**src/rtl/rdma_xmit_pkg.sv**
```systemverilog
// Shared RDMA link constants, state encoding and length/checksum helpers.
// Also used by the RDMA receiver when decoding the header.
package rdma_pkg;

    localparam logic [15:0] ETH_TYPE_IPV4   = 16'h0800;
    localparam int          UDP_HDR_LEN     = 8;
    localparam int          RDMA_HDR_LEN    = 22;
    localparam int          IP_HDR_LEN      = 20;
    localparam int          HDR_BYTES       = 64;

    localparam logic [15:0] IP4_VER_IHL_TOS = 16'h4500;
    localparam logic [15:0] IP4_FLAGS_FRAG  = 16'h4000;
    localparam logic [15:0] IP4_TTL_PROT    = 16'h4011;

    typedef enum logic [2:0] {
        S_START,
        S_IDLE,
        S_HDR,
        S_DATA,
        S_RESP
    } state_t;

    // Each data beat is 64 bytes; a 256-beat burst gives exactly 16384.
    function automatic logic [15:0] udp_length(input logic [7:0] len);
        logic [15:0] beats;
        beats = {8'd0, len} + 16'd1;
        return (beats << 6) + 16'(UDP_HDR_LEN + RDMA_HDR_LEN);
    endfunction

    function automatic logic [15:0] ip4_length(input logic [7:0] len);
        return udp_length(len) + 16'(IP_HDR_LEN);
    endfunction

    function automatic logic [15:0] ip4_csum(input logic [15:0] ip4_len,
                                             input logic [31:0] src_ip,
                                             input logic [31:0] dst_ip);
        logic [31:0] sum;
        sum = 32'(IP4_VER_IHL_TOS) + 32'(ip4_len) + 32'(IP4_FLAGS_FRAG)
            + 32'(IP4_TTL_PROT) + 32'(src_ip[31:16]) + 32'(src_ip[15:0])
            + 32'(dst_ip[31:16]) + 32'(dst_ip[15:0]);
        sum = {16'd0, sum[15:0]} + {16'd0, sum[31:16]};
        sum = {16'd0, sum[15:0]} + {16'd0, sum[31:16]};
        return ~sum[15:0];
    endfunction

endpackage

```
**src/rtl/rdma_xmit_if.sv**
```systemverilog
// AXI4 write channel (AW/W/B) plus the outgoing AXI-Stream, as seen by rdma_xmit.
interface rdma_xmit_if #(
    parameter int DATA_WBITS = 512,
    parameter int ADDR_WBITS = 64
);
    localparam int DATA_WBYTS = DATA_WBITS / 8;

    logic [ADDR_WBITS-1:0] S_AXI_AWADDR;
    logic [7:0]            S_AXI_AWLEN;
    logic                  S_AXI_AWVALID;
    logic                  S_AXI_AWREADY;
    logic [DATA_WBITS-1:0] S_AXI_WDATA;
    logic [DATA_WBYTS-1:0] S_AXI_WSTRB;
    logic                  S_AXI_WVALID;
    logic                  S_AXI_WLAST;
    logic                  S_AXI_WREADY;
    logic [1:0]            S_AXI_BRESP;
    logic                  S_AXI_BVALID;
    logic                  S_AXI_BREADY;
    logic [DATA_WBITS-1:0] AXIS_RDMA_TDATA;
    logic [DATA_WBYTS-1:0] AXIS_RDMA_TKEEP;
    logic                  AXIS_RDMA_TVALID;
    logic                  AXIS_RDMA_TLAST;
    logic                  AXIS_RDMA_TREADY;

    modport slave (
        input  S_AXI_AWADDR, S_AXI_AWLEN, S_AXI_AWVALID,
        output S_AXI_AWREADY,
        input  S_AXI_WDATA, S_AXI_WSTRB, S_AXI_WVALID, S_AXI_WLAST,
        output S_AXI_WREADY,
        output S_AXI_BRESP, S_AXI_BVALID,
        input  S_AXI_BREADY,
        output AXIS_RDMA_TDATA, AXIS_RDMA_TKEEP, AXIS_RDMA_TVALID, AXIS_RDMA_TLAST,
        input  AXIS_RDMA_TREADY
    );

    modport master (
        output S_AXI_AWADDR, S_AXI_AWLEN, S_AXI_AWVALID,
        input  S_AXI_AWREADY,
        output S_AXI_WDATA, S_AXI_WSTRB, S_AXI_WVALID, S_AXI_WLAST,
        input  S_AXI_WREADY,
        input  S_AXI_BRESP, S_AXI_BVALID,
        output S_AXI_BREADY,
        input  AXIS_RDMA_TDATA, AXIS_RDMA_TKEEP, AXIS_RDMA_TVALID, AXIS_RDMA_TLAST,
        output AXIS_RDMA_TREADY
    );
endinterface

```
**src/rtl/rdma_xmit_hdr_build.sv**
```systemverilog
// Combinational Ethernet/IPv4/UDP/RDMA header assembly, byte 0 = first DST_MAC byte.
// RDMA_XMIT_IPCSUM_EN adds the IPv4 checksum; otherwise that field is zero.
module rdma_hdr_build
    import rdma_pkg::*;
(
    input  logic [7:0]   len,
    input  logic [63:0]  addr,
    input  logic [47:0]  src_mac,
    input  logic [47:0]  dst_mac,
    input  logic [31:0]  src_ip,
    input  logic [31:0]  dst_ip,
    input  logic [15:0]  src_port,
    input  logic [15:0]  dst_port,
`ifdef RDMA_XMIT_IPCSUM_EN
    input  logic [15:0]  csum,
    output logic [15:0]  csum_next,
`endif
    output logic [511:0] hdr
);

    logic [15:0]  udp_len;
    logic [15:0]  ip4_len;
    logic [15:0]  csum_field;
    logic [511:0] hdr_be;

    assign udp_len = udp_length(len);
    assign ip4_len = ip4_length(len);

`ifdef RDMA_XMIT_IPCSUM_EN
    assign csum_next  = ip4_csum(ip4_len, src_ip, dst_ip);
    assign csum_field = csum;
`else
    assign csum_field = 16'h0000;
`endif

    assign hdr_be = {dst_mac, src_mac, ETH_TYPE_IPV4,
                     IP4_VER_IHL_TOS, ip4_len, 16'h0000, IP4_FLAGS_FRAG,
                     IP4_TTL_PROT, csum_field, src_ip, dst_ip,
                     src_port, dst_port, udp_len, 16'h0000,
                     addr, len, 104'd0};

    for (genvar i = 0; i < HDR_BYTES; i++) begin : g_swap
        assign hdr[8*i +: 8] = hdr_be[511-8*i -: 8];
    end

endmodule

```
**src/rtl/rdma_xmit.sv**
```systemverilog
// AXI4 write slave emitting one RDMA packet (header beat + W beats) per burst.
// Optional IPv4 checksum under RDMA_XMIT_IPCSUM_EN.
module rdma_xmit
    import rdma_pkg::*;
#(
    parameter int DATA_WBITS = 512,
    parameter int DATA_WBYTS = DATA_WBITS / 8,
    parameter int ADDR_WBITS = 64
) (
    input  logic        clk,
    input  logic        resetn,
    input  logic [47:0] SRC_MAC,
    input  logic [47:0] DST_MAC,
    input  logic [31:0] SRC_IP,
    input  logic [31:0] DST_IP,
    input  logic [15:0] SRC_PORT,
    input  logic [15:0] DST_PORT,
    rdma_xmit_if.slave  bus,
    output logic        WLAST_ERR
);

    state_t       state, state_nxt;
    logic [63:0]  addr_reg;
    logic [7:0]   len_reg;
    logic [8:0]   beat;
    logic [511:0] hdr;
    logic [7:0]   hdr_len;
    logic         last_beat, aw_hs, w_hs;

    assign last_beat = (beat == {1'b0, len_reg});
    assign aw_hs     = (state == S_IDLE) && bus.S_AXI_AWVALID;
    assign w_hs      = (state == S_DATA) && bus.S_AXI_WVALID && bus.AXIS_RDMA_TREADY;

`ifdef RDMA_XMIT_IPCSUM_EN
    logic [15:0] csum_reg, csum_next;

    // In S_IDLE the builder sees the incoming AWLEN so the checksum can be
    // registered on AW acceptance and be ready on the first header cycle.
    assign hdr_len = (state == S_IDLE) ? bus.S_AXI_AWLEN : len_reg;

    always_ff @(posedge clk) begin
        if (!resetn)    csum_reg <= 16'h0000;
        else if (aw_hs) csum_reg <= csum_next;
    end
`else
    assign hdr_len = len_reg;
`endif

    rdma_hdr_build u_hdr (
        .len       (hdr_len),
        .addr      (addr_reg),
        .src_mac   (SRC_MAC),
        .dst_mac   (DST_MAC),
        .src_ip    (SRC_IP),
        .dst_ip    (DST_IP),
        .src_port  (SRC_PORT),
        .dst_port  (DST_PORT),
`ifdef RDMA_XMIT_IPCSUM_EN
        .csum      (csum_reg),
        .csum_next (csum_next),
`endif
        .hdr       (hdr)
    );

    always_ff @(posedge clk) begin
        if (!resetn) state <= S_START;
        else         state <= state_nxt;
    end

    always_ff @(posedge clk) begin
        if (!resetn) begin
            addr_reg  <= '0;
            len_reg   <= '0;
            beat      <= '0;
            WLAST_ERR <= 1'b0;
        end else begin
            if (aw_hs) begin
                addr_reg <= 64'(bus.S_AXI_AWADDR);
                len_reg  <= bus.S_AXI_AWLEN;
                beat     <= '0;
            end
            if (w_hs) begin
                beat <= beat + 9'd1;
                if (bus.S_AXI_WLAST != last_beat) WLAST_ERR <= 1'b1;
            end
        end
    end

    always_comb begin
        state_nxt = state;
        case (state)
            S_START: state_nxt = S_IDLE;
            S_IDLE:  if (bus.S_AXI_AWVALID) state_nxt = S_HDR;
            S_HDR:   if (bus.AXIS_RDMA_TREADY) state_nxt = S_DATA;
            S_DATA:  if (w_hs && last_beat) state_nxt = S_RESP;
            S_RESP:  if (bus.S_AXI_BREADY) state_nxt = S_IDLE;
            default: state_nxt = S_START;
        endcase
    end

    always_comb begin
        bus.S_AXI_AWREADY    = 1'b0;
        bus.S_AXI_WREADY     = 1'b0;
        bus.S_AXI_BVALID     = 1'b0;
        bus.S_AXI_BRESP      = 2'b00;
        bus.AXIS_RDMA_TVALID = 1'b0;
        bus.AXIS_RDMA_TLAST  = 1'b0;
        bus.AXIS_RDMA_TKEEP  = '1;
        bus.AXIS_RDMA_TDATA  = DATA_WBITS'(hdr);
        case (state)
            S_IDLE: bus.S_AXI_AWREADY = 1'b1;
            S_HDR:  bus.AXIS_RDMA_TVALID = 1'b1;
            S_DATA: begin
                bus.AXIS_RDMA_TVALID = bus.S_AXI_WVALID;
                bus.S_AXI_WREADY     = bus.AXIS_RDMA_TREADY;
                bus.AXIS_RDMA_TDATA  = bus.S_AXI_WDATA;
                bus.AXIS_RDMA_TKEEP  = bus.S_AXI_WSTRB;
                bus.AXIS_RDMA_TLAST  = last_beat;
            end
            S_RESP: bus.S_AXI_BVALID = 1'b1;
            default: ;
        endcase
    end

endmodule

```
**src/flat_wrapper.sv**
```systemverilog
// flat-port wrapper written by rule: the top's interface ports become plain ports
module rdma_xmit_flat import rdma_pkg::*;
#(
    parameter int DATA_WBITS = 512,
    parameter int DATA_WBYTS = DATA_WBITS / 8,
    parameter int ADDR_WBITS = 64
)
  (clk, resetn, SRC_MAC, DST_MAC, SRC_IP, DST_IP, SRC_PORT, DST_PORT, WLAST_ERR, bus_S_AXI_AWADDR, bus_S_AXI_AWLEN, bus_S_AXI_AWVALID, bus_S_AXI_AWREADY, bus_S_AXI_WDATA, bus_S_AXI_WSTRB, bus_S_AXI_WVALID, bus_S_AXI_WLAST, bus_S_AXI_WREADY, bus_S_AXI_BRESP, bus_S_AXI_BVALID, bus_S_AXI_BREADY, bus_AXIS_RDMA_TDATA, bus_AXIS_RDMA_TKEEP, bus_AXIS_RDMA_TVALID, bus_AXIS_RDMA_TLAST, bus_AXIS_RDMA_TREADY);
  rdma_xmit_if #(.DATA_WBITS(DATA_WBITS), .ADDR_WBITS(ADDR_WBITS)) bus_i ();
  input  logic clk;
  input  logic resetn;
  input  logic [47:0] SRC_MAC;
  input  logic [47:0] DST_MAC;
  input  logic [31:0] SRC_IP;
  input  logic [31:0] DST_IP;
  input  logic [15:0] SRC_PORT;
  input  logic [15:0] DST_PORT;
  output logic WLAST_ERR;
  input wire logic [$bits(bus_i.S_AXI_AWADDR)-1:0] bus_S_AXI_AWADDR;
  input wire logic [$bits(bus_i.S_AXI_AWLEN)-1:0] bus_S_AXI_AWLEN;
  input wire logic [$bits(bus_i.S_AXI_AWVALID)-1:0] bus_S_AXI_AWVALID;
  output wire logic [$bits(bus_i.S_AXI_AWREADY)-1:0] bus_S_AXI_AWREADY;
  input wire logic [$bits(bus_i.S_AXI_WDATA)-1:0] bus_S_AXI_WDATA;
  input wire logic [$bits(bus_i.S_AXI_WSTRB)-1:0] bus_S_AXI_WSTRB;
  input wire logic [$bits(bus_i.S_AXI_WVALID)-1:0] bus_S_AXI_WVALID;
  input wire logic [$bits(bus_i.S_AXI_WLAST)-1:0] bus_S_AXI_WLAST;
  output wire logic [$bits(bus_i.S_AXI_WREADY)-1:0] bus_S_AXI_WREADY;
  output wire logic [$bits(bus_i.S_AXI_BRESP)-1:0] bus_S_AXI_BRESP;
  output wire logic [$bits(bus_i.S_AXI_BVALID)-1:0] bus_S_AXI_BVALID;
  input wire logic [$bits(bus_i.S_AXI_BREADY)-1:0] bus_S_AXI_BREADY;
  output wire logic [$bits(bus_i.AXIS_RDMA_TDATA)-1:0] bus_AXIS_RDMA_TDATA;
  output wire logic [$bits(bus_i.AXIS_RDMA_TKEEP)-1:0] bus_AXIS_RDMA_TKEEP;
  output wire logic [$bits(bus_i.AXIS_RDMA_TVALID)-1:0] bus_AXIS_RDMA_TVALID;
  output wire logic [$bits(bus_i.AXIS_RDMA_TLAST)-1:0] bus_AXIS_RDMA_TLAST;
  input wire logic [$bits(bus_i.AXIS_RDMA_TREADY)-1:0] bus_AXIS_RDMA_TREADY;
  assign bus_i.S_AXI_AWADDR = bus_S_AXI_AWADDR;
  assign bus_i.S_AXI_AWLEN = bus_S_AXI_AWLEN;
  assign bus_i.S_AXI_AWVALID = bus_S_AXI_AWVALID;
  assign bus_S_AXI_AWREADY = bus_i.S_AXI_AWREADY;
  assign bus_i.S_AXI_WDATA = bus_S_AXI_WDATA;
  assign bus_i.S_AXI_WSTRB = bus_S_AXI_WSTRB;
  assign bus_i.S_AXI_WVALID = bus_S_AXI_WVALID;
  assign bus_i.S_AXI_WLAST = bus_S_AXI_WLAST;
  assign bus_S_AXI_WREADY = bus_i.S_AXI_WREADY;
  assign bus_S_AXI_BRESP = bus_i.S_AXI_BRESP;
  assign bus_S_AXI_BVALID = bus_i.S_AXI_BVALID;
  assign bus_i.S_AXI_BREADY = bus_S_AXI_BREADY;
  assign bus_AXIS_RDMA_TDATA = bus_i.AXIS_RDMA_TDATA;
  assign bus_AXIS_RDMA_TKEEP = bus_i.AXIS_RDMA_TKEEP;
  assign bus_AXIS_RDMA_TVALID = bus_i.AXIS_RDMA_TVALID;
  assign bus_AXIS_RDMA_TLAST = bus_i.AXIS_RDMA_TLAST;
  assign bus_i.AXIS_RDMA_TREADY = bus_AXIS_RDMA_TREADY;
  rdma_xmit #(.DATA_WBITS(DATA_WBITS), .DATA_WBYTS(DATA_WBYTS), .ADDR_WBITS(ADDR_WBITS)) u_core (.clk(clk), .resetn(resetn), .SRC_MAC(SRC_MAC), .DST_MAC(DST_MAC), .SRC_IP(SRC_IP), .DST_IP(DST_IP), .SRC_PORT(SRC_PORT), .DST_PORT(DST_PORT), .bus(bus_i), .WLAST_ERR(WLAST_ERR));
endmodule
```
**config.mk**
```make
export PLATFORM = sky130hd
export DESIGN_NAME = rdma_xmit_flat
export DESIGN_NICKNAME = d
export VERILOG_FILES = /design/src/rtl/rdma_xmit_pkg.sv /design/src/rtl/rdma_xmit_if.sv /design/src/rtl/rdma_xmit_hdr_build.sv /design/src/rtl/rdma_xmit.sv /design/src/flat_wrapper.sv
export SDC_FILE = /design/constraint.sdc
export NUM_CORES = 1
export LEC_CHECK = 0
export ABC_AREA = 1
export ABC_CLOCK_PERIOD_IN_PS = 4100
export BUFFER_PORTS_ARGS = -buffer_cell sky130_fd_sc_hd__buf_2
export CORE_AREA = 10 10 555 557
export CTS_CLUSTER_DIAMETER = 80
export DETAILED_ROUTE_END_ITERATION = 16
export DIE_AREA = 0 0 565 567
export PLACE_DENSITY = 0.3
export SLEW_MARGIN = 15
export SYNTH_ARGS = -nofsm -noshare
export SYNTH_HDL_FRONTEND = slang
export SYNTH_HIERARCHICAL = 1
export SYNTH_SLANG_ARGS = --single-unit
```
**constraint.sdc**
```tcl
create_clock -name clk -period 4.1 [get_ports clk]
set_clock_uncertainty 0.1 [all_clocks]
set_input_delay 0 -clock clk [delete_from_list [all_inputs] [get_ports clk]]
set_output_delay 0 -clock clk [all_outputs]
set_load 0.01 [all_outputs]
```
Yosys cells after proc, flatten, opt, wreduce, memory -nomap -nowiden
Index checks and enable logic that the tools add are counted.
{"block": "totals", "mem_count": 0, "mem_bits_ro": 0, "latch_bits": 0, "register_bits": 85, "inputBits": 847, "output_inout_bits": 584, "word_cells": 41, "mem_bits_rw": 0}
{"block": "classes", "n_div": 0, "addsub": 4, "bitwise": 0, "shifts": 0, "multipliers": 0, "reduce_logical": 8, "n_mux": 14, "n_eq_ne": 10, "order_cmp": 0}
{"operator": "512-bit 2-to-1 mux", "count": 1}
{"operator": "64-bit 2-to-1 mux", "count": 1}
{"operator": "16-bit by 5-bit adder with 16-bit output, second input constant", "count": 2}
{"operator": "9-bit 2-to-1 mux", "count": 2}
{"operator": "3-bit case mux with 5 select lines", "count": 1}
{"operator": "3-bit 2-to-1 mux", "count": 4}
{"operator": "8-bit by 1-bit adder with 9-bit output, second input constant", "count": 1}
{"operator": "9-bit by 1-bit adder with 9-bit output, second input constant", "count": 1}
{"operator": "9-bit by 8-bit == test with 1-bit output", "count": 1}
{"operator": "2-bit != test, second input constant", "count": 4}
{"operator": "3-bit by 2-bit == test with 1-bit output, second input constant", "count": 2}
{"operator": "1-bit logical AND", "count": 4}
{"operator": "1-bit 2-to-1 mux", "count": 4}
{"operator": "4-bit AND reduction", "count": 1}
{"operator": "3-bit by 1-bit == test with 1-bit output, second input constant", "count": 1}
{"operator": "3-bit == test, second input constant", "count": 1}
{"operator": "3-bit zero test", "count": 1}
{"operator": "1-bit case mux with 2 select lines", "count": 1}
{"operator": "2-bit AND reduction", "count": 1}
{"operator": "2-bit nonzero test", "count": 1}
{"operator": "1-bit != test", "count": 1}

Logic depth before layout (Yosys ltp)
Gate-level depths: netlist (run 1).
{"block": "depth", "word_depth": 6, "depth_mapped": 11, "depth_no_buf": 11}

Hierarchy
Netlist (run 1), hierarchy kept.
{"module": "rdma_xmit", "seq_area_each_um2": 1701.6, "area_each_um2": 10144.7, "cells_per_inst": 2179, "instances": 1}
{"module": "rdma_hdr_build", "seq_area_each_um2": 0.0, "area_each_um2": 3933.8, "cells_per_inst": 535, "instances": 1}

Least setup slack after synthesis (run 1)
OpenSTA, ideal clock, no wires.
{"block": "synth_timing", "path_kind": "register to register", "start": "register u_core.state[0]", "end": "register u_core.addr_reg[29]", "setup_time_ps": 116, "path_stages_with_launch": 10, "t_required_ps": 3884, "arrival_time_ps": 1201, "path_slack_ps": 2683, "synth_period_minus_slack_ps": 1417, "n_path_buf": 2, "path_cell_list": "dfxtp_1 inv_2 nor2_4 nand2_2 inv_2 nand2_4 buf_6 buf_6 o21ai_0 nor2_1"}
{"block": "synth_via", "elab_chain_cells": 2}
{"element": "from (decl)", "line": "rdma_xmit.sv:22", "source": "state_t state, state_nxt;"}
{"element": "from (signal assigned)", "line": "rdma_xmit.sv:67", "source": "else state <= state_nxt;"}
{"element": "3-bit by 1-bit == test with 1-bit output", "line": "rdma_xmit.sv:31", "source": "assign aw_hs = (state == S_IDLE) && bus.S_AXI_AWVALID;"}
{"element": "1-bit logical AND", "line": "rdma_xmit.sv:31"}
{"element": "to (signal assigned)", "line": "rdma_xmit.sv:78", "source": "addr_reg <= 64'(bus.S_AXI_AWADDR);"}
{"element": "to (decl)", "line": "rdma_xmit.sv:23", "source": "logic [63:0] addr_reg;"}
No other way between the ends.
A chain may end at the register's enable or synchronous reset.

Worst setup path in the final report (run 1)
{"block": "layout_timing", "start": "register u_core.state[0]", "end": "output bus_AXIS_RDMA_TDATA[268]"}
{"block": "layout_via", "elab_chain_cells": 2}
{"element": "3-bit by 2-bit == test with 1-bit output", "line": "rdma_xmit.sv:110", "source": "case (state)"}
{"element": "512-bit 2-to-1 mux", "line": "rdma_xmit.sv:110"}
{"element": "to (decl)", "line": "flat_wrapper.sv:31", "source": "output wire logic [$bits(bus_i.AXIS_RDMA_TDATA)-1:0] bus_AXIS_RDMA_TDATA;"}
No other way between the ends.

==> results of run 1 <==
[power groups by stage]
stage,Combinational [µW],Clock (µW),Sequential [µW]
3_5_place_dp,8140,0,1190
5_1_grt,8610,1080,1200
2_1_floorplan,3900,0,1120
4_1_cts,8230,1080,1170
3_3_place_gp,8210,0,1180
6_report,7820,1020,1170
[worst min-delay path by stage]
stage | from | end | depth (start not counted)
after floorplan | bus_S_AXI_WSTRB[0] | bus_AXIS_RDMA_TKEEP[0] | 1
after global placement | bus_S_AXI_AWADDR[19] | u_core/addr_reg[19] | 3
after detailed placement | bus_S_AXI_AWADDR[11] | u_core/addr_reg[11] | 3
after CTS | bus_AXIS_RDMA_TREADY | u_core/state[0] | 5
after global routing | bus_AXIS_RDMA_TREADY | u_core/state[0] | 5
final | bus_AXIS_RDMA_TREADY | u_core/state[0] | 5
[placed cells by master, fill, tap and decap left out, drive strengths merged, types with 18 or more instances in the layout]
master,netlist,final
nand2,1593,1593
dlygate4sd3,0,76
dfxtp,85,85
a21oi,18,18
inv,35,38
o21ai,80,80
or2,64,64
conb,3,232
buf,624,1450
diode,0,91
nor2,158,158
[cells by family (layout without fill, tap and decap cells)]
group / Yosys count / after routing / synth area share
AO/OA/AOI/OAI: 100 / 100 / 0.03626
XOR/XNOR: 5 / 5 / 0.003111
adder cells (fa/ha/maj): 2 / 2 / 0.001777
buffers and inverters: 684 / 1577 / 0.3310
flip-flops: 85 / 85 / 0.1209
other: 3 / 323 / 0.0007998
AND/OR/NAND/NOR: 1835 / 1835 / 0.5062
[per-layer routing]
metal  up-vias  part of all wire  track usage
met5         -            0.0049            0
met4       170             0.022      0.02227
met3       435              0.14      0.07654
met2      1416              0.46       0.2310
met1      9060              0.38       0.1494
li1       9734                 -            -
[cell type report]
cell class	count	area, µm²
Timing Repair Buffer	1526	8408
Sequential cell	85	1702
Clock inverter	7	105.1
Fill cell	35762	271900
Inverter	35	141.4
Tap cell	3939	4928
Clock buffer	9	225.2
Multi-Input combinational cell	2174	8601
Antenna cell	91	227.7
[what timing repair did]
action                    4_1_cts  5_1_grt
hold endpoints to repair       76        0
buffers inserted                0        0
hold buffers                   76        0
[worst max-delay path, delay by kind of cell, from the launching register on]
kind	cells	cell delay, ns
buffers and inverters	4	1.11
AND/OR/NAND/NOR	4	0.98
flip-flops	1	0.40
[stage by stage]
step,instance area [µm²],hold slack (ns)
6_report,24340,0.04579
5_1_grt,24180,0.05990
4_1_cts,24110,0.02047
3_5_place_dp,23020,0.1567
3_3_place_gp,23020,0.1524
2_1_floorplan,14940,0.006517
==> results.sh, run 1 <==
export IMPL_grt_ovfl_total=0
export IMPL_final_util=0.08215
export IMPL_p_comb_frac=0.781
export IMPL_grt_usage=0.1358
export IMPL_die_area_um2=320400
export IMPL_worstSkewPairLatency_ns=0.41
export IMPL_dp_cells=7683
export IMPL_cts_resized=0
export IMPL_netlist_area_leader_share=0.4239
export IMPL_netlist_cell_type_count=31
export IMPL_syn2layout_area_growth_pct=72.88
export IMPL_ioPinCount=1431
export IMPL_grt_max_degree=128
export IMPL_internal_power_uw=3955
export IMPL_ys_ff_latch=85
export IMPL_switching_power_uw=6051
export IMPL_drive_above_1_share=0.4028
export IMPL_rsz0062_at_grt="no"
export IMPL_crit_slowest_cell="inv_8"
export IMPL_drtIter0Drc=1165
export IMPL_finalPower_uw=10010
export IMPL_critical_path_required_ns=4.00
export IMPL_syn_area_um2=14080
export IMPL_fin_cells=7866
export IMPL_power_frac_clock=0.102
export IMPL_p_sw_frac=0.6047
export IMPL_crit_type="reg2out"
export IMPL_drt_first_pass_iters=5
export IMPL_yosysWarnings=6
export IMPL_tns_ns=0
export IMPL_synth_area_leaders="nand2_1 (42%), buf_4 (27%), dfxtp_1 (12%)"
export IMPL_cp_start_kind="register"
export IMPL_largest_reg_flops=64
export IMPL_remaining_drc_errors=0
export IMPL_coreArea_um2=296300
export IMPL_slew_headroom=0.3428
export IMPL_fin_nets=4680
export IMPL_crit_end="bus_AXIS_RDMA_TDATA[268]"
export IMPL_wl_per_cell_um=29.28
export IMPL_reg2reg_from="u_core/state[1]"
export IMPL_syn_area_per_cell_um2=5.187
export IMPL_timing_final_ws_setup_ns=0.9166
export IMPL_wl_um=230300
export IMPL_io_buffer_count=1428
export IMPL_fp_dieH_um=567
export IMPL_critPathMaxStageDelay_ns=0.48
export IMPL_drt_antenna_violating_nets=0
export IMPL_setup_viol=0
export IMPL_finalHoldViolCount=0
export IMPL_reg2regPathDepth=7
export IMPL_cts_tree="yes"
export IMPL_startpoint="u_core/state[0]"
export IMPL_cp_common_cell="nand2_1"
export IMPL_post_route_period_util=0.7764
export IMPL_reg2reg_slack_ns=1.84
export IMPL_p_seq_frac=0.117
export IMPL_cp_max_fo=80
export IMPL_min_period_ns=3.183
export IMPL_cp_data_arrival_time_ns=3.08
export IMPL_synthCells=2714
export IMPL_hold_path_class="in2reg"
export IMPL_cts_root_buf="clkbuf_16"
export IMPL_viasPerCell=2.646
export IMPL_drv_slew=0
export IMPL_path_clk_slew_ns=0.09
export IMPL_antenna_found_initial=316
export IMPL_numClockSinks=85
export IMPL_vias=20815
export IMPL_dp_slack_ns=1.256
export IMPL_start_util=0.04752
export IMPL_fmax_mhz=314.1
export IMPL_synth_edf_count=0
export IMPL_synth_top_cell_by_area="nand2_1"
export IMPL_dieWidth_um=565
export IMPL_tightest_slew_ns=0.9858
export IMPL_numCtsBuffers=9
export IMPL_rows=200
export IMPL_clock_path_buffers=2
export IMPL_h_tree_depth=3
export IMPL_synth_commonest_cells="nand2_1 (1590), buf_4 (506), nor2_1 (155)"
export IMPL_hpwl_um=215100
export IMPL_crit_chain="inv_2, nor2_4, nand2_8, inv_8, buf_12, nand2_1, nand2_1, buf_2"
export IMPL_status="complete, no violations"
export IMPL_gp_congestion=0.9536
export IMPL_yosysMostFrequentCell="nand2_1"
export IMPL_power_density_nw_per_um2=411.1
export IMPL_synthArstFlopShare=0
export IMPL_vdd_drop_max_uv=173.1
export IMPL_grt_pass1_wl_um=275300
export IMPL_grt_pass1_vias=20784
export IMPL_crit_path_end_kind="primary output"
export IMPL_p_leak_uw=0.01283
export IMPL_timing_rr_end="u_core/addr_reg[1]"
export IMPL_max_cap_violations=0
export IMPL_synth_yosys_seq_area_share=0.1209
export IMPL_synth_flop_cell="dfxtp_1"
Note: power is estimated with default switching activity, not from simulation.
==> inputs of run 2 (changes only) <==
--- a/config.mk
+++ b/config.mk
@@ -6,12 +6,12 @@
 export NUM_CORES = 1
 export LEC_CHECK = 0
 export ABC_AREA = 1
-export ABC_CLOCK_PERIOD_IN_PS = 4100
+export ABC_CLOCK_PERIOD_IN_PS = 2760
 export BUFFER_PORTS_ARGS = -buffer_cell sky130_fd_sc_hd__buf_2
-export CORE_AREA = 10 10 555 557
+export CORE_AREA = 10 10 551 553
 export CTS_CLUSTER_DIAMETER = 80
 export DETAILED_ROUTE_END_ITERATION = 16
-export DIE_AREA = 0 0 565 567
+export DIE_AREA = 0 0 561 563
 export PLACE_DENSITY = 0.3
 export SLEW_MARGIN = 15
 export SYNTH_ARGS = -nofsm -noshare
==> constraint.sdc (replaced) <==
create_clock -name clk -period 2.76 [get_ports clk]
set_clock_uncertainty 0.1 [all_clocks]
set_input_delay 0 -clock clk [delete_from_list [all_inputs] [get_ports clk]]
set_output_delay 0 -clock clk [all_outputs]
set_load 0.01 [all_outputs]
==> results.sh, run 2 (synthesis results as in run 1) <==
export IMPL_status="complete, no violations"
export IMPL_drt_antenna_violating_nets=0
export IMPL_fin_cells=7904
export IMPL_tns_ns=0
export IMPL_h_tree_depth=3
export IMPL_fmax_mhz=397.3
export IMPL_numCtsBuffers=9
export IMPL_power_frac_clock=0.096
export IMPL_max_cap_violations=0
export IMPL_rsz0062_at_grt="no"
export IMPL_cp_start_kind="register"
export IMPL_startpoint="u_core/state[0]"
export IMPL_setup_viol=0
export IMPL_dp_slack_ns=0.2964
export IMPL_grt_ovfl_total=0
export IMPL_min_from="bus_AXIS_RDMA_TREADY"
export IMPL_p_sw_frac=0.5885
export IMPL_power_density_nw_per_um2=619.6
export IMPL_wl_um=235700
export IMPL_die_area_um2=315800
export IMPL_remaining_drc_errors=0
export IMPL_grt_usage=0.1411
export IMPL_grt_max_degree=110
export IMPL_antenna_found_initial=333
export IMPL_tightest_slew_ns=0.6817
export IMPL_vias=21092
export IMPL_drive_above_1_share=0.4063
export IMPL_start_util=0.04812
export IMPL_final_common_cell="nand2_1"
export IMPL_cts_root_buf="clkbuf_16"
export IMPL_p_leak_uw=0.01316
export IMPL_dieWidth_um=561
export IMPL_min_period_ns=2.517
export IMPL_reg2reg_from="u_core/state[1]"
export IMPL_grt_pass1_wl_um=280900
export IMPL_ioPinCount=1431
export IMPL_critical_path_required_ns=2.66
export IMPL_hold_path_class="in2reg"
export IMPL_timing_final_ws_setup_ns=0.2431
export IMPL_syn2layout_area_growth_pct=78.35
export IMPL_cp_data_arrival_time_ns=2.42
export IMPL_wl_met1_um=82760
export IMPL_drtIter0Drc=1367
export IMPL_largest_reg_flops=64
export IMPL_drv_slew=0
export IMPL_postPlaceCellArea_um2=23630
export IMPL_p_comb_frac=0.791
export IMPL_fp_dieH_um=563
export IMPL_internal_power_uw=6402
export IMPL_cp_max_fo=28
export IMPL_worstSkewPairLatency_ns=0.40
export IMPL_cts_tree="yes"
export IMPL_numClockSinks=85
export IMPL_wl_per_cell_um=29.82
export IMPL_dp_cells=7697
export IMPL_fin_nets=4725
export IMPL_highest_layer="met5"
export IMPL_met2WireLength_um=110600
export IMPL_wl_met3_um=36050
export IMPL_crit_type="reg2out"
export IMPL_grt_pass1_vias=21100
export IMPL_hpwl_um=220900
export IMPL_whs_ns=0.09514
export IMPL_finalHoldViolCount=0
export IMPL_most_common_layout_cells="nand2_1 (1589), buf_2 (1394), conb_1 (232), nor2_1 (154), dlygate4sd3_1 (87)"
export IMPL_clock_path_buffers=2
export IMPL_io_buffer_count=1428
export IMPL_crit_path_end_kind="primary output"
export IMPL_p_seq_frac=0.113
export IMPL_slew_headroom=0.5455
export IMPL_path_clk_slew_ns=0.06
export IMPL_viasPerCell=2.669
export IMPL_vdd_drop_max_uv=306.3
export IMPL_gp_congestion=1.024
export IMPL_drt_first_pass_iters=5
export IMPL_post_route_period_util=0.9119
export IMPL_design_area_um2=25110
export IMPL_rows=199
export IMPL_switching_power_uw=9155
export IMPL_postCtsSetupBuffers=0
export IMPL_coreArea_um2=292600
-- run 2: cell count changes in the layout (fill, tap and decap cells not counted), moves of 11 or more --
| cell | change |
|---|---|
| buf_12 | +27 |
| buf_2 | -20 |
| buf_4 | +25 |
| diode_2 | +15 |
| dlygate4sd3_1 | +11 |
-- run 2: metrics by stage --
stage,power [µW],util
final,15560,0.08582
after global routing,16930,0.08511
after CTS,16260,0.08488
after detailed placement,14510,0.08075
after global placement,14580,0.08074
after floorplan,7469,-
-- run 2: worst paths after layout --
check	to	depth (start not counted)	slack [ns]
max	bus_AXIS_RDMA_TDATA[137]	9	0.24
min	u_core/state[0]	5	0.1
max reg2reg	u_core/addr_reg[44]	9	0.28
min reg2reg	u_core/WLAST_ERR	2	0.35
-- run 2: routing by layer --
layer  track usage  up-vias
met4       0.01908      144
li1              -     9843
met5             0        -
met2        0.2449     1490
met3       0.09651      417
met1        0.1432     9198
-- run 2: power by group through the flow --
| stage | Clock (µW) | Sequential (µW) | Combinational, µW |
|---|---|---|---|
| final | 1500 | 1760 | 12300 |
| after global routing | 1610 | 1800 | 13500 |
| after CTS | 1600 | 1770 | 12900 |
| after floorplan | 0 | 1670 | 5800 |
| after detailed placement | 0 | 1790 | 12700 |
| after global placement | 0 | 1790 | 12800 |
-- run 2: cell type report --
cell class                      count  area (µm²)
Antenna cell                      106       265.3
Clock buffer                       10       229.0
Clock inverter                      4       98.84
Fill cell                       35141      267500
Inverter                           35       146.4
Multi-Input combinational cell   2174        8596
Sequential cell                    85        1702
Tap cell                         3919        4903
Timing Repair Buffer             1571        9169
-- run 2: critical path, cell delays in order, from the launching register on --
cell,delay [ns]
dfxtp_1,0.39
inv_2,0.06
nor2_4,0.16
nand2_8,0.15
clkinv_8,0.17
buf_12,0.20
buf_12,0.20
nand2_1,0.24
nand2_1,0.16
buf_2,0.22
-- run 2: repair_timing --
item	CTS	global route
hold buffers	87	0
hold endpoints to repair	75	0
resized for setup	2	3
setup endpoints to repair	4	5
==> inputs of run 3 (changes only) <==
--- a/config.mk
+++ b/config.mk
@@ -7,7 +7,7 @@
 export LEC_CHECK = 0
 export ABC_AREA = 1
 export ABC_CLOCK_PERIOD_IN_PS = 2760
-export BUFFER_PORTS_ARGS = -buffer_cell sky130_fd_sc_hd__buf_2
+export BUFFER_PORTS_ARGS = -buffer_cell sky130_fd_sc_hd__buf_4
 export CORE_AREA = 10 10 551 553
 export CTS_CLUSTER_DIAMETER = 80
 export DETAILED_ROUTE_END_ITERATION = 16
==> results.sh, run 3 (synthesis results as in run 1) <==
export IMPL_finalPower_uw=16050
export IMPL_internal_power_uw=7114
export IMPL_final_common_cell="nand2_1"
export IMPL_min_period_ns=2.564
export IMPL_worstSkewPairLatency_ns=0.41
export IMPL_gp_congestion=1.015
export IMPL_tns_ns=0
export IMPL_path_clk_slew_ns=0.06
export IMPL_drt_antenna_violating_nets=0
export IMPL_drv_slew=0
export IMPL_p_comb_frac=0.815
export IMPL_postCtsSetupBuffers=0
export IMPL_rsz0062_at_grt="no"
export IMPL_crit_slowest_cell="dfxtp_1"
export IMPL_fill_cells=34809
export IMPL_cts_root_buf="clkbuf_16"
export IMPL_regArea_um2=1702
export IMPL_p_sw_frac=0.5567
export IMPL_rows=199
export IMPL_slew_headroom=0.3536
export IMPL_numClockSinks=85
export IMPL_status="complete, no violations"
export IMPL_crit_type="reg2out"
export IMPL_cp_start_kind="register"
export IMPL_drive_above_1_share=0.4054
export IMPL_vdd_drop_max_uv=354.9
export IMPL_crit_chain="inv_2, nor2_4, nand2_8, inv_8, buf_12, buf_12, nand2_1, nand2_1, buf_4"
export IMPL_power_density_nw_per_um2=578.6
export IMPL_grt_max_degree=143
export IMPL_syn2layout_area_growth_pct=96.99
export IMPL_numCtsBuffers=9
export IMPL_setup_viol=0
export IMPL_io_buffer_count=1428
export IMPL_die_area_um2=315800
export IMPL_crit_path_end_kind="primary output"
export IMPL_tightest_slew_ns=0.9696
export IMPL_critical_path_required_ns=2.66
export IMPL_fp_dieH_um=563
export IMPL_p_seq_frac=0.109
export IMPL_h_tree_depth=3
export IMPL_wl_um=233300
export IMPL_grt_ovfl_total=0
export IMPL_finalHoldViolCount=0
export IMPL_most_common_layout_cells="nand2_1 (1590), buf_4 (1455), conb_1 (232), nor2_1 (154), dfxtp_1 (85)"
export IMPL_multi_input_area_um2=8601
export IMPL_cts_tree="yes"
export IMPL_whs_ns=0.05681
export IMPL_postPlaceCellArea_um2=26580
export IMPL_fin_nets=4701
export IMPL_grt_pass1_vias=20937
export IMPL_grt_usage=0.1393
export IMPL_ioPinCount=1431
export IMPL_drtIter0Drc=1290
export IMPL_power_frac_clock=0.077
export IMPL_drt_first_pass_iters=5
export IMPL_coreArea_um2=292600
export IMPL_grt_pass1_wl_um=278200
export IMPL_viasPerCell=2.688
export IMPL_switching_power_uw=8932
export IMPL_start_util=0.04812
export IMPL_largest_reg_flops=64
export IMPL_critPathMaxStageDelay_ns=0.40
export IMPL_clock_path_buffers=2
export IMPL_post_route_period_util=0.9290
export IMPL_cp_max_fo=39
export IMPL_design_area_um2=27730
export IMPL_remaining_drc_errors=0
export IMPL_fmax_mhz=390.0
export IMPL_wl_per_cell_um=29.82
export IMPL_hpwl_um=218500
export IMPL_max_cap_violations=0
export IMPL_vias=21032
export IMPL_dieWidth_um=561
export IMPL_antenna_found_initial=267
export IMPL_p_leak_uw=0.01409
export IMPL_final_util=0.09479
export IMPL_hold_path_class="in2reg"
export IMPL_cp_data_arrival_time_ns=2.46
[run 3: repair_timing]
action | in CTS | in global routing
hold buffers | 76 | 0
setup endpoints to repair | 4 | 0
endpoints found under the hold margin | 76 | 0
gates resized for setup | 3 | 0
[run 3: path summary, 6_finish.rpt]
path                         start                 endpoint  slack [ns]  cells past startpoint
hold / removal              resetn          u_core/state[1]        0.06                      3
setup reg to reg   u_core/state[1]      u_core/addr_reg[22]        0.78                      8
hold reg to reg   u_core/WLAST_ERR         u_core/WLAST_ERR        0.35                      2
setup / recovery   u_core/state[0]  bus_AXIS_RDMA_TDATA[61]        0.20                      9
[run 3: area by class of cell]
type / instances / share of cell area
Antenna cell: 50 / 0.004512
Clock buffer: 10 / 0.008256
Clock inverter: 4 / 0.0009926
Inverter: 35 / 0.005098
Multi-Input combinational cell: 2174 / 0.3101
Sequential cell: 85 / 0.06136
Tap cell: 3919 / 0.1768
Timing Repair Buffer: 1547 / 0.4328
[run 3: power by group through the flow]
stage          clock, µW  combinational [µW]  sequential (µW)
2_1_floorplan          0                5800             1670
3_3_place_gp           0               13600             1760
3_5_place_dp           0               13500             1770
4_1_cts             1310               13700             1750
5_1_grt             1330               14200             1780
6_report            1230               13100             1740
[run 3: metrics by stage]
step / setup slack, ns / instances
detailed placement: 0.1138 / 7684
floorplan: 1.343 / 2943
CTS: 0.05443 / 7774
global placement: 0.07610 / 7684
global route: 0.02272 / 7783
finish: 0.1960 / 7824
[run 3: per-layer routing]
layer  vias up  GRT usage  wire (µm)
met2      1424     0.2396     109400
li1       9720          -          -
met5         -          0       1177
met3       427    0.09306      35290
met4       174    0.02232       5132
met1      9287     0.1429      82280
[run 3: critical path, delay by kind of cell, from the launching register on]
kind | cells | cell delay [ns]
buffers and inverters | 5 | 0.93
flip-flops | 1 | 0.40
AND/OR/NAND/NOR | 4 | 0.66
